<file path="config.mk">
export PLATFORM = sky130hd
export DESIGN_NAME = mem_arbiter_flat
export DESIGN_NICKNAME = d
export VERILOG_FILES = /design/src/rtl/mem_arbiter_if.sv /design/src/rtl/mem_arbiter.sv /design/src/flat_wrapper.sv
export SDC_FILE = /design/constraint.sdc
export NUM_CORES = 1
export LEC_CHECK = 0
export CAP_MARGIN = 20
export CORE_MARGIN = 3
export CORE_UTILIZATION = 42
export CTS_CLUSTER_SIZE = 8
export DETAILED_ROUTE_END_ITERATION = 16
export PLACE_DENSITY = 0.88
export SLEW_MARGIN = 20
export SYNTH_ARGS = -nofsm -noshare
export SYNTH_HDL_FRONTEND = slang
export SYNTH_SLANG_ARGS = --single-unit
</file>
<file path="constraint.sdc">
create_clock -name clk -period 1.7 [get_ports clk]
set_input_delay 0.17 -clock clk [delete_from_list [all_inputs] [get_ports clk]]
set_output_delay 0.17 -clock clk [all_outputs]
set_load 0.05 [all_outputs]
</file>
<file path="src/rtl/mem_arbiter_if.sv">
// Bus bundle between two requesters (fetch and data), the shared
// arbiter, and a single-port RAM with a combinational read path.
interface mem_arbiter_if;
    // fetch port
    logic        i_req;
    logic [31:0] i_addr;
    logic        i_ack;
    logic [31:0] i_rdata;
    logic        i_err;
    // data port
    logic        d_req;
    logic        d_we;
    logic [31:0] d_addr;
    logic [31:0] d_wdata;
    logic [3:0]  d_be;
    logic        d_ack;
    logic [31:0] d_rdata;
    logic        d_err;
    // RAM side
    logic [31:0] mem_a;
    logic [31:0] mem_wd;
    logic [3:0]  mem_be;
    logic        mem_we;
    logic [31:0] mem_rd;
    // status
    logic        busy;

    // Arbiter view
    modport slave (
        input  i_req, i_addr, d_req, d_we, d_addr, d_wdata, d_be, mem_rd,
        output i_ack, i_rdata, i_err, d_ack, d_rdata, d_err,
               mem_a, mem_wd, mem_be, mem_we, busy
    );

    // Environment view: requesters plus the RAM
    modport master (
        output i_req, i_addr, d_req, d_we, d_addr, d_wdata, d_be, mem_rd,
        input  i_ack, i_rdata, i_err, d_ack, d_rdata, d_err,
               mem_a, mem_wd, mem_be, mem_we, busy
    );
endinterface

</file>
<file path="src/rtl/mem_arbiter.sv">
// Two-port round-robin arbiter in front of a single-port RAM.
// Each transaction is IDLE/RESP (grant) -> ACCESS (RAM cycle) -> RESP (ack).
// A waiting request on the other port is granted straight from RESP, so
// back-to-back traffic completes one transaction every two cycles.
module mem_arbiter #(
    parameter int MEM_WORDS = 1023
) (
    input  logic          clk,
    input  logic          rst_n,
    mem_arbiter_if.slave  bus
);

    typedef enum logic [1:0] {IDLE, ACCESS, RESP} state_t;
    typedef enum logic {PORT_I, PORT_D} port_t;

    state_t      state;
    port_t       owner;
    port_t       last_grant;

    logic [31:0] addr_q;
    logic [31:0] wd_q;
    logic [3:0]  be_q;
    logic        we_q;
    logic        mem_we_q;
    logic        busy_q;

    logic        i_ack_q, i_err_q, d_ack_q, d_err_q;
    logic [31:0] i_rdata_q, d_rdata_q;

    logic        take;
    logic        sel_d;
    logic [31:0] nxt_addr;
    logic [31:0] nxt_wd;
    logic [3:0]  nxt_be;
    logic        nxt_we;

    // Word address must sit in the low 4 KiB and below the populated size.
    function automatic logic in_range(input logic [31:0] a);
        return (a[31:12] == 20'd0) && ({22'd0, a[11:2]} < MEM_WORDS);
    endfunction

    // Grant decision: round-robin from IDLE, other port only from RESP.
    always_comb begin
        take  = 1'b0;
        sel_d = 1'b0;
        case (state)
            IDLE: begin
                take  = bus.i_req | bus.d_req;
                sel_d = bus.d_req & (~bus.i_req | (last_grant == PORT_I));
            end
            RESP: begin
                if (owner == PORT_I) begin
                    take  = bus.d_req;
                    sel_d = 1'b1;
                end else begin
                    take  = bus.i_req;
                    sel_d = 1'b0;
                end
            end
            default: begin
                take  = 1'b0;
                sel_d = 1'b0;
            end
        endcase
        nxt_addr = sel_d ? bus.d_addr  : bus.i_addr;
        nxt_wd   = sel_d ? bus.d_wdata : 32'd0;
        nxt_be   = sel_d ? bus.d_be    : 4'b0000;
        nxt_we   = sel_d & bus.d_we;
    end

    // Arbiter FSM with registered outputs; reset drops any transaction in flight.
    always_ff @(posedge clk or negedge rst_n) begin
        if (!rst_n) begin
            state      <= IDLE;
            owner      <= PORT_I;
            last_grant <= PORT_I;
            addr_q     <= 32'd0;
            wd_q       <= 32'd0;
            be_q       <= 4'b0000;
            we_q       <= 1'b0;
            mem_we_q   <= 1'b0;
            busy_q     <= 1'b0;
            i_ack_q    <= 1'b0;
            i_err_q    <= 1'b0;
            d_ack_q    <= 1'b0;
            d_err_q    <= 1'b0;
            i_rdata_q  <= 32'd0;
            d_rdata_q  <= 32'd0;
        end else begin
            case (state)
                IDLE, RESP: begin
                    i_ack_q <= 1'b0;
                    i_err_q <= 1'b0;
                    d_ack_q <= 1'b0;
                    d_err_q <= 1'b0;
                    if (take) begin
                        addr_q     <= nxt_addr;
                        wd_q       <= nxt_wd;
                        be_q       <= nxt_be;
                        we_q       <= nxt_we;
                        owner      <= sel_d ? PORT_D : PORT_I;
                        last_grant <= sel_d ? PORT_D : PORT_I;
                        mem_we_q   <= nxt_we & in_range(nxt_addr);
                        busy_q     <= 1'b1;
                        state      <= ACCESS;
                    end else begin
                        mem_we_q   <= 1'b0;
                        busy_q     <= 1'b0;
                        state      <= IDLE;
                    end
                end
                ACCESS: begin
                    mem_we_q <= 1'b0;
                    busy_q   <= 1'b1;
                    state    <= RESP;
                    if (owner == PORT_D) begin
                        d_ack_q   <= 1'b1;
                        d_err_q   <= ~in_range(addr_q);
                        d_rdata_q <= in_range(addr_q) ? bus.mem_rd : 32'd0;
                    end else begin
                        i_ack_q   <= 1'b1;
                        i_err_q   <= ~in_range(addr_q);
                        i_rdata_q <= in_range(addr_q) ? bus.mem_rd : 32'd0;
                    end
                end
                default: begin
                    mem_we_q <= 1'b0;
                    busy_q   <= 1'b0;
                    state    <= IDLE;
                end
            endcase
        end
    end

    assign bus.mem_a   = addr_q;
    assign bus.mem_wd  = wd_q;
    assign bus.mem_be  = be_q;
    assign bus.mem_we  = mem_we_q;
    assign bus.busy    = busy_q;
    assign bus.i_ack   = i_ack_q;
    assign bus.i_err   = i_err_q;
    assign bus.i_rdata = i_rdata_q;
    assign bus.d_ack   = d_ack_q;
    assign bus.d_err   = d_err_q;
    assign bus.d_rdata = d_rdata_q;

endmodule

</file>
<file path="src/flat_wrapper.sv">
// flat-port wrapper written by rule: the top's interface ports become plain ports
module mem_arbiter_flat 
#(
    parameter int MEM_WORDS = 1023
)
  (clk, rst_n, bus_i_req, bus_i_addr, bus_d_req, bus_d_we, bus_d_addr, bus_d_wdata, bus_d_be, bus_mem_rd, bus_i_ack, bus_i_rdata, bus_i_err, bus_d_ack, bus_d_rdata, bus_d_err, bus_mem_a, bus_mem_wd, bus_mem_be, bus_mem_we, bus_busy);
  mem_arbiter_if bus_i ();
  input  logic clk;
  input  logic rst_n;
  input wire logic [$bits(bus_i.i_req)-1:0] bus_i_req;
  input wire logic [$bits(bus_i.i_addr)-1:0] bus_i_addr;
  input wire logic [$bits(bus_i.d_req)-1:0] bus_d_req;
  input wire logic [$bits(bus_i.d_we)-1:0] bus_d_we;
  input wire logic [$bits(bus_i.d_addr)-1:0] bus_d_addr;
  input wire logic [$bits(bus_i.d_wdata)-1:0] bus_d_wdata;
  input wire logic [$bits(bus_i.d_be)-1:0] bus_d_be;
  input wire logic [$bits(bus_i.mem_rd)-1:0] bus_mem_rd;
  output wire logic [$bits(bus_i.i_ack)-1:0] bus_i_ack;
  output wire logic [$bits(bus_i.i_rdata)-1:0] bus_i_rdata;
  output wire logic [$bits(bus_i.i_err)-1:0] bus_i_err;
  output wire logic [$bits(bus_i.d_ack)-1:0] bus_d_ack;
  output wire logic [$bits(bus_i.d_rdata)-1:0] bus_d_rdata;
  output wire logic [$bits(bus_i.d_err)-1:0] bus_d_err;
  output wire logic [$bits(bus_i.mem_a)-1:0] bus_mem_a;
  output wire logic [$bits(bus_i.mem_wd)-1:0] bus_mem_wd;
  output wire logic [$bits(bus_i.mem_be)-1:0] bus_mem_be;
  output wire logic [$bits(bus_i.mem_we)-1:0] bus_mem_we;
  output wire logic [$bits(bus_i.busy)-1:0] bus_busy;
  assign bus_i.i_req = bus_i_req;
  assign bus_i.i_addr = bus_i_addr;
  assign bus_i.d_req = bus_d_req;
  assign bus_i.d_we = bus_d_we;
  assign bus_i.d_addr = bus_d_addr;
  assign bus_i.d_wdata = bus_d_wdata;
  assign bus_i.d_be = bus_d_be;
  assign bus_i.mem_rd = bus_mem_rd;
  assign bus_i_ack = bus_i.i_ack;
  assign bus_i_rdata = bus_i.i_rdata;
  assign bus_i_err = bus_i.i_err;
  assign bus_d_ack = bus_i.d_ack;
  assign bus_d_rdata = bus_i.d_rdata;
  assign bus_d_err = bus_i.d_err;
  assign bus_mem_a = bus_i.mem_a;
  assign bus_mem_wd = bus_i.mem_wd;
  assign bus_mem_be = bus_i.mem_be;
  assign bus_mem_we = bus_i.mem_we;
  assign bus_busy = bus_i.busy;
  mem_arbiter #(.MEM_WORDS(MEM_WORDS)) u_core (.clk(clk), .rst_n(rst_n), .bus(bus_i));
endmodule
</file>
# After elaboration in Yosys (flattened, before gate mapping)
# Index checks and enable logic that the tools add are counted.
# totals
out_inout_bits,138
input_bits,137
reg_bits,141
word_cells,62
# op_classes
muxes,23
bitwise,8
eq_ne,4
n_reduce_logical,12
magnitude_cmp,2
# ops
op,count
$mux W32,3
$logic_not A20 Y1,2
$lt A10 B10 Y1 const B,2
$pmux W1 S2,7
$mux W1,11
$reduce_and A2 Y1,5
$mux W4,1
$pmux W2 S2,1
$and A1 B1 Y1,3
$not A1 Y1,3
$eq A2 B1 Y1 const B,1
$eq A2 B2 Y1 const B,1
$logic_and A1 B1 Y1,2
$logic_not A2 Y1,1
$ne A2 B1 Y1 const B,1
$ne A2 B2 Y1 const B,1
$or A1 B1 Y1,2
$reduce_bool A2 Y1,1
$reduce_or A2 Y1,1

# Depth between registers and ports, before layout
# Gate-level depths: netlist of run 1.
# depth
word_depth,10
depth_mapped,7
mapped_depth_nobuf,5

# Worst setup path before layout of run 1
# OpenSTA, ideal clock, no wires.
# synth_timing
kind,flip-flop to flip-flop
from,"reg u_core.addr_q[22], in the netlist u_core.bus.mem_a[22]"
to,"reg u_core.i_rdata_q[0], in the netlist u_core.bus.i_rdata[0]"
t_arrival_ns,1.680
path_buffers,1
path_slack_ns,-0.045
required_time_ns,1.635
setup_ns,0.065
period_less_slack_ns,1.745
stages_incl_launch_ff,6
cell_sequence,dfrtp_1 nor4_1 nand3_1 nor3_2 clkbuf_1 a31o_2
# synth_via
elab_chain_cells,3
# synth_lines
item,line,source
"start, declared",mem_arbiter.sv:20,logic [31:0] addr_q;
"start signal, assigned",mem_arbiter.sv:97,addr_q <= nxt_addr;
$logic_not A20 Y1,mem_arbiter.sv:39,"return (a[31:12] == 20'd0) && ({22'd0, a[11:2]} < MEM_WORDS);"
$logic_and A1 B1 Y1,mem_arbiter.sv:39,
$mux W32,mem_arbiter.sv:123,i_rdata_q <= in_range(addr_q) ? bus.mem_rd : 32'd0;
"end signal, assigned",mem_arbiter.sv:123,
"end, declared",mem_arbiter.sv:28,"logic [31:0] i_rdata_q, d_rdata_q;"
# Every way passes these cells.
# A chain may end at the register's enable or synchronous reset.

# Final worst setup path of run 1
# layout_timing
from,"reg u_core.addr_q[13], in the netlist u_core.bus.mem_a[13]"
to,"reg u_core.i_rdata_q[21], in the netlist u_core.bus.i_rdata[21]"
# Same word-level chain as after synthesis.

==> metrics.md, run 1 <==
| Metric | Value |
|---|---|
| Buffers on Ports | `between 200 and 300` |
| RSZ-0062 raised after global routing | `no` |
| Clock Sinks | `approximately 140` |
| Worst-case reg-to-reg path depth | `6` |
| Vias in the first global route | `approximately 5500` |
| IR drop worst, VDD | `slightly above 1 mV` |
| Post-Syn Nets | `approximately 700` |
| Final hold violations | `0` |
| Post-Place Worst Slack | `-0.0711 ns` |
| Combinational share of power | `45.3%` |
| Req. time, crit path | `approximately 2 ns` |
| Pleak | `4.80 nW` |
| Global-route wire length before repair | `roughly 29 mm` |
| Starting Density | `a little over two fifths` |
| TritonRoute pass-1 iters | `4` |
| CP startpoint | `u_core.bus.mem_a[13]` |
| Pwr Density | `1580 nW/µm²` |
| Final setup violating endpoints | `0` |
| Mux cell area share after synthesis | `roughly 5.5%` |
| WS Path Type | `reg -> reg` |
| Setup WS post-layout | `around 0.10 ns` |
| Nets@finish | `approximately 1000` |
| Sum Neg Setup Slack | `0 ns` |
| Grt ovf | `0` |
| Sw Share | `42.5%` |
| Max-slew violation count | `0` |
| GR Layer Usage met2 | `39.6%` |
| RePlAce Congestion | `around 0.85` |
| Die width | `between 100 and 150 µm` |
| P_int | `approximately 9 mW` |
| Initial DRC count | `271` |
| Grt met3 use | `under 10%` |
| Crit share post-route | `a little over nine tenths` |
| Die H | `roughly 130 µm` |
| Largest net degree at the start of global routing | `between 50 and 60` |
| Synthesized netlist cell count | `around 570` |
| Mapped Area | `a little over 6000 µm²` |
| Fraction of layout cells with a size suffix above 1 | `roughly a fifth` |
| Met1 usage | `around 28%` |
| Most common cell after layout, fill and taps aside | `clkdlybuf4s50_1` |
| R2R setup slack | `0.10 ns` |
| Setup crit end | `u_core.bus.i_rdata[21]` |
| Vias | `roughly 5300` |
| Critical Path Start Type | `register` |
| Most frequent cells in the layout | `135 x clkdlybuf4s50_1, 134 x dfrtp_1, 111 x nand2_1` |
| H-tree levels | `4` |
| R2R Path Start | `u_core.bus.mem_a[13]` |
| Hold WC Path Type | `in -> async` |
| CTS Buf Count | `17` |
| Synthesis-to-layout area growth | `61.6%` |
| Clk_lat worst skew | `~0.4 ns` |
| # rows | `43` |
| Share of power burned in the clock network | `around a quarter` |
| Status | `finished clean` |
| Clock root cell | `clkbuf_16` |
| Dpl hpwl | `around 13 mm` |
| Compound-Gate Fraction of Synth Area | `between 15 and 20%` |
| Synthesis-stage register bit count | `roughly 140` |
| TritonCTS clock tree | `yes` |
| Routed length per placed instance | `~17 µm` |
| Final hold slack | `0.243 ns` |
| Largest family of logic cells by synthesized area | `simple AND/OR/NAND/NOR gates` |
| Design Area, Final | `9770 µm²` |
| Die ar. | `~16000 µm²` |
| Tmin final | `around 1.6 ns` |
| Slew HR | `approximately 65%` |
| CTS max path bufs | `2` |
| Clock skew | `between 0.007 and 0.008 ns` |
| XOR/XNOR share of the synthesized area | `0%` |
| R2r endpoint | `u_core.bus.i_rdata[21]` |
| DR vias/cell | `a little over 5` |
| Post-route ant nets | `0` |
| Worst slew pin tran | `0.533 ns` |
| Post-layout util | `between 60 and 70%` |
| Mapped Avg Cell Area | `10.7 µm²` |
| Non-Filler Instances | `around 1100` |
| DP Area | `between 9000 and 10000 µm²` |
| Main synth FF type | `dfrtp_1` |
| Leading area contributor after synthesis | `dfrtp_1` |
| DRC violations left | `0` |
| Diodes inserted | `0` |
| DP Cell Count | `between 1000 and 1500` |
| Drt total wl | `about 18 mm` |
| Initial antenna violation count | `0` |
| Synth Area in Simple Gates | `16.4%` |
| Number of flops mapped to enable cells by yosys | `0` |
| Fmax | `0.626 GHz` |
| Distinct cells, synth | `28` |
| CP Data Arrival Time | `slightly below 2 ns` |
| Fill cells | `~1100` |
| Max-cap violations | `0` |
| Setup crit end kind | `register` |
| # IOs | `approximately 280` |
| Area contributors post-synth | `dfrtp_1 58%, nand2_1 6.9%, o21ai_0 5.8%, a31o_1 5.5%, mux2i_1 5.3%` |
| All-layer global routing usage | `between 20 and 25%` |
| Switch Pwr | `~6.6 mW` |
| Async set-reset flop share out of synthesis | `between 90% and 100%` |
| Gr busiest metal | `met2` |
| Core ar. | `14000 µm²` |
| Register area share after synthesis | `about 58%` |
| Sequential power share | `between 20 and 30%` |
| Total power | `approximately 15 mW` |
| Worst-path clk slew | `~0.06 ns` |
| Ys Warns | `0` |
| Synth top area share | `around three fifths` |
| Adder-cell share of the synthesized area | `0%` |
| Worst-path maximum fanout | `26` |
-- cells in the mapped netlist (3+ instances only) --
library cell and count:
clkbuf_1 17, clkbuf_2 3, o21ai_0 70, nor2_1 4, nor4_1 10, and2_1 33
nor2b_1 33, nand4_1 5, buf_2 17, mux2i_1 32, dfrtp_1 141, nand2_1 111
buf_4 8, inv_1 3, a31o_1 38, a31o_2 26
-- layout make-up --
type / count / area [µm²] / share of cell area, %
clock buffers: 22 / 474 / 4.85
clock inverters: 10 / 136 / 1.40
inverters: 3 / 11.3 / 0.115
multi-input cells: 377 / 2360 / 24.2
flip-flops and latches: 141 / 3540 / 36.2
well taps: 180 / 225 / 2.30
repair buffers: 321 / 3030 / 31.0
-- worst min-delay path by stage --
stage | startpoint | end | slack [ns] | depth (start not counted)
2_1_floorplan | rst_n | u_core.bus.busy | -0.13 | 0
3_3_place_gp | rst_n | u_core.bus.i_rdata[27] | 0.10 | 1
3_5_place_dp | rst_n | u_core.bus.i_rdata[27] | 0.10 | 1
4_1_cts | rst_n | u_core.bus.i_rdata[24] | 0.24 | 2
5_1_grt | rst_n | u_core.bus.d_rdata[27] | 0.25 | 2
6_report | rst_n | u_core.bus.d_rdata[29] | 0.24 | 2
-- critical path, stage by stage, from the launching register on --
cell and delay, ns:
dfrtp_1 0.40, nor4_2 0.26, nand2_1 0.15, nor3_4 0.19, buf_6 0.18, buf_16 0.18, a31o_2 0.16
-- layer usage --
layer  part of all wire (%)  wire (µm)  up-vias
li1                       -          -     2559
met1                     41       7360     2533
met2                     50       9100      210
met3                    7.0       1280       32
met4                    2.1        374        0
met5                      0          0        -
-- registers in the layout, indices dropped and copies added (netlist names) --
name and flops:
u_core.bus.d_err 1, u_core.bus.d_rdata 32, u_core.bus.busy 1, u_core.owner 1
u_core.bus.i_ack 1, u_core.bus.mem_a 32, u_core.bus.i_err 1, u_core.state 2
u_core.bus.mem_be 4, u_core.bus.mem_wd 32, u_core.bus.i_rdata 32, u_core.bus.mem_we 1
u_core.bus.d_ack 1
-- power groups by stage --
stage,Sequential (mW),Clock [mW],Combinational [mW]
after floorplan,6.79,0,2.03
final,4.62,3.83,7.00
after CTS,4.58,3.87,7.01
after detailed placement,4.62,0,7.07
after global placement,4.60,0,6.95
after global routing,4.72,4.02,7.43
-- cell families (layout without fill, tap and decap cells) --
| logic type | Yosys count | in the layout |
|---|---|---|
| mux | 33 | 33 |
| flops | 141 | 141 |
| compound gates | 140 | 140 |
| simple gates | 204 | 204 |
| buf+inv | 48 | 356 |
-- timing repair --
item / CTS / global route
resized for setup: 86 / 7
pin swaps: 1 / 3
endpoints found under the hold margin: 35 / 0
buffers inserted: 3 / 0
hold buffers: 1 / 0
cloned: 2 / 0
setup endpoints to repair: 132 / 76
Note: power is estimated with default switching activity, not from simulation.
==> inputs of run 2 (changes only) <==
CORE_UTILIZATION = 45   (was 42)
CTS_CLUSTER_SIZE = default   (was 8)
PLACE_DENSITY = 0.93   (was 0.88)
clock period = 2 ns   (was 1.7 ns; I/O delays follow)
==> metrics.md, run 2 (synthesized netlist as in run 1, its figures left out) <==
| Metric | Value |
|---|---|
| Most common cell after layout, fill and taps aside | `clkdlybuf4s50_1 (unchanged)` |
| Delay-heaviest family, CP | `buffers and inverters (was simple AND/OR/NAND/NOR gates)` |
| Most frequent cells in the layout | `272 x clkdlybuf4s50_1, 141 x dfrtp_1, 111 x nand2_1 (was 135 x clkdlybuf4s50_1, 134 x dfrtp_1, 111 x nand2_1)` |
| # IOs | `275 (unchanged)` |
| Worst-path maximum fanout | `3 (was 26)` |
| Non-Filler Instances | `1020 (was 1054)` |
| Tmin final | `1.88 ns` |
| DP Area | `9080 µm² (was 9120 µm²)` |
| FF+latch area | `3530 µm² (was 3540 µm²)` |
| CTS max path bufs | `2 (unchanged)` |
| Req. time, crit path | `1.80 ns (was 2.05 ns)` |
| Buffers on Ports | `274 (unchanged)` |
| Final hold violations | `0 (unchanged)` |
| Dpl hpwl | `13.2 mm (about the same)` |
| Critical Path Start Type | `register (unchanged)` |
| H-tree levels | `4 (unchanged)` |
| # rows | `41 (was 43)` |
| CTS Buf Count | `17 (unchanged)` |
| Max-slew violation count | `0 (unchanged)` |
| Status | `finished clean (unchanged)` |
| Multi-input combinational cell area | `2320 µm² (was 2360 µm²)` |
| Final setup violating endpoints | `0 (unchanged)` |
| Setup crit end kind | `output pin (was register)` |
| Clock root cell | `clkbuf_16 (unchanged)` |
| Initial DRC count | `377 (was 271)` |
| RSZ-0062 raised after global routing | `no (unchanged)` |
| Fill cells | `834 (was 1071)` |
| Crit-path cells | `clkdlybuf4s50_1 (was nor4_2, nand2_1, nor3_4, buf_6, buf_16, a31o_2)` |
| Diodes inserted | `0 (unchanged)` |
| DR vias/cell | `5.19 (was 5.06)` |
| Initial antenna violation count | `0 (unchanged)` |
| Worst slew pin tran | `0.586 ns (was 0.533 ns)` |
| Fmax | `0.531 GHz` |
| DP Cell Count | `987 (was 1016)` |
| IR drop worst, VDD | `0.971 mV (was 1.02 mV)` |
| All-layer global routing usage | `24.6% (was 23.0%)` |
| WS Path Type | `reg -> out (was reg -> reg)` |
| Buf+Inv Stages, Crit Path | `1 (was 2)` |
| Starting Density | `47.0% (was 43.2%)` |
| Slew HR | `61.0% (was 64.6%)` |
| TritonCTS clock tree | `yes (unchanged)` |
| Synthesis-to-layout area growth | `61.7% (was 61.6%)` |
| Slowest stage cell, crit path | `clkdlybuf4s50_1 (was dfrtp_1)` |
| Fraction of layout cells with a size suffix above 1 | `9.79% (was 20.6%)` |
| Clock Sinks | `141 (unchanged)` |
| Final hold slack | `0.333 ns (was 0.243 ns)` |
| Nets@finish | `972 (was 998)` |
| Die H | `122 µm (was 126 µm)` |
| Largest net degree at the start of global routing | `67 (was 58)` |
| Die ar. | `14900 µm² (was 15900 µm²)` |
| Design Area, Final | `9780 µm² (was 9770 µm²)` |
| Die width | `122 µm (was 126 µm)` |
| RePlAce Congestion | `0.829 (was 0.852)` |
| Setup Buffers After CTS | `0 (was 3)` |
| Hold WC Path Type | `in -> async (unchanged)` |
| Post-route ant nets | `0 (unchanged)` |
| Worst-path clk slew | `0.06 ns (about the same)` |
| CP Data Arrival Time | `1.68 ns (was 1.95 ns)` |
| Grt ovf | `0 (unchanged)` |
| Core ar. | `12900 µm² (was 14000 µm²)` |
| Pleak | `4.28 nW (was 4.80 nW)` |
| Routed length per placed instance | `17.8 µm (was 17.2 µm)` |
| Pwr Density | `1380 nW/µm² (was 1580 nW/µm²)` |
| Global-route wire length before repair | `28.0 mm (was 29.1 mm)` |
| Max-cap violations | `0 (unchanged)` |
| Drt total wl | `18.1 mm (about the same)` |
| Post-layout util | `76.0% (was 69.9%)` |
| Sum Neg Setup Slack | `0 ns (unchanged)` |
| TritonRoute pass-1 iters | `4 (unchanged)` |
| Clk_lat worst skew | `0.41 ns (about the same)` |
| Clock skew | `0.00508 ns (was 0.00712 ns)` |
| DRC violations left | `0 (unchanged)` |
| CP peak stage delay | `0.84 ns (was 0.40 ns)` |
| Crit share post-route | `approximately 94%` |
| Vias | `5293 (was 5334)` |
| Vias in the first global route | `5352 (was 5537)` |
[run 2: final timing paths]
path | from | end | slack (ns) | depth (start not counted)
min in group clk | bus_d_wdata[4] | u_core.bus.mem_wd[4] | 0.34 | 3
worst max register to register | u_core.bus.mem_a[22] | u_core.bus.i_rdata[26] | 0.16 | 5
worst min register to register | u_core.bus.mem_wd[7] | u_core.bus.mem_wd[7] | 0.48 | 2
max in group asynchronous | rst_n | u_core.bus.mem_a[27] | 0.98 | 3
worst max-delay path | u_core.bus.mem_a[27] | bus_mem_a[27] | 0.12 | 1
worst min-delay path | rst_n | u_core.bus.d_rdata[26] | 0.33 | 2
[run 2: repair_timing]
action / CTS / global route
resized for setup: 0 / 0
hold endpoints to repair: 59 / 0
hold buffers: 1 / 0
[run 2: layer usage]
metal	GRT usage [%]	share of wire, %
met1	28.0	37
met2	43.1	52
met3	8.73	9.4
met4	7.98	2.1
met5	0	0
[run 2: power by group]
group	switching [mW]	internal (mW)	leakage [nW]	total, mW
sequential	0.464	3.45	1.88	3.91
clock	1.14	2.52	0.344	3.66
combinational	3.86	2.04	2.05	5.90
total	5.46	8.01	4.28	13.5
[run 2: through the flow]
stage | worst slack, ns | total power [mW]
floorplan | 0.255 | 7.49
global placement | 0.195 | 9.74
detailed placement | 0.132 | 9.86
CTS | 0.0791 | 13.6
global route | 0.0460 | 14.1
finish | 0.116 | 13.5
[run 2: cell type report]
class                           count  area share, %
Sequential cell                   141           36.1
Clock inverter                     12           2.44
Clock buffer                       20           4.67
Timing Repair Buffer              295           30.8
Multi-Input combinational cell    377           23.7
Tap cell                          172           2.20
Inverter                            3          0.115
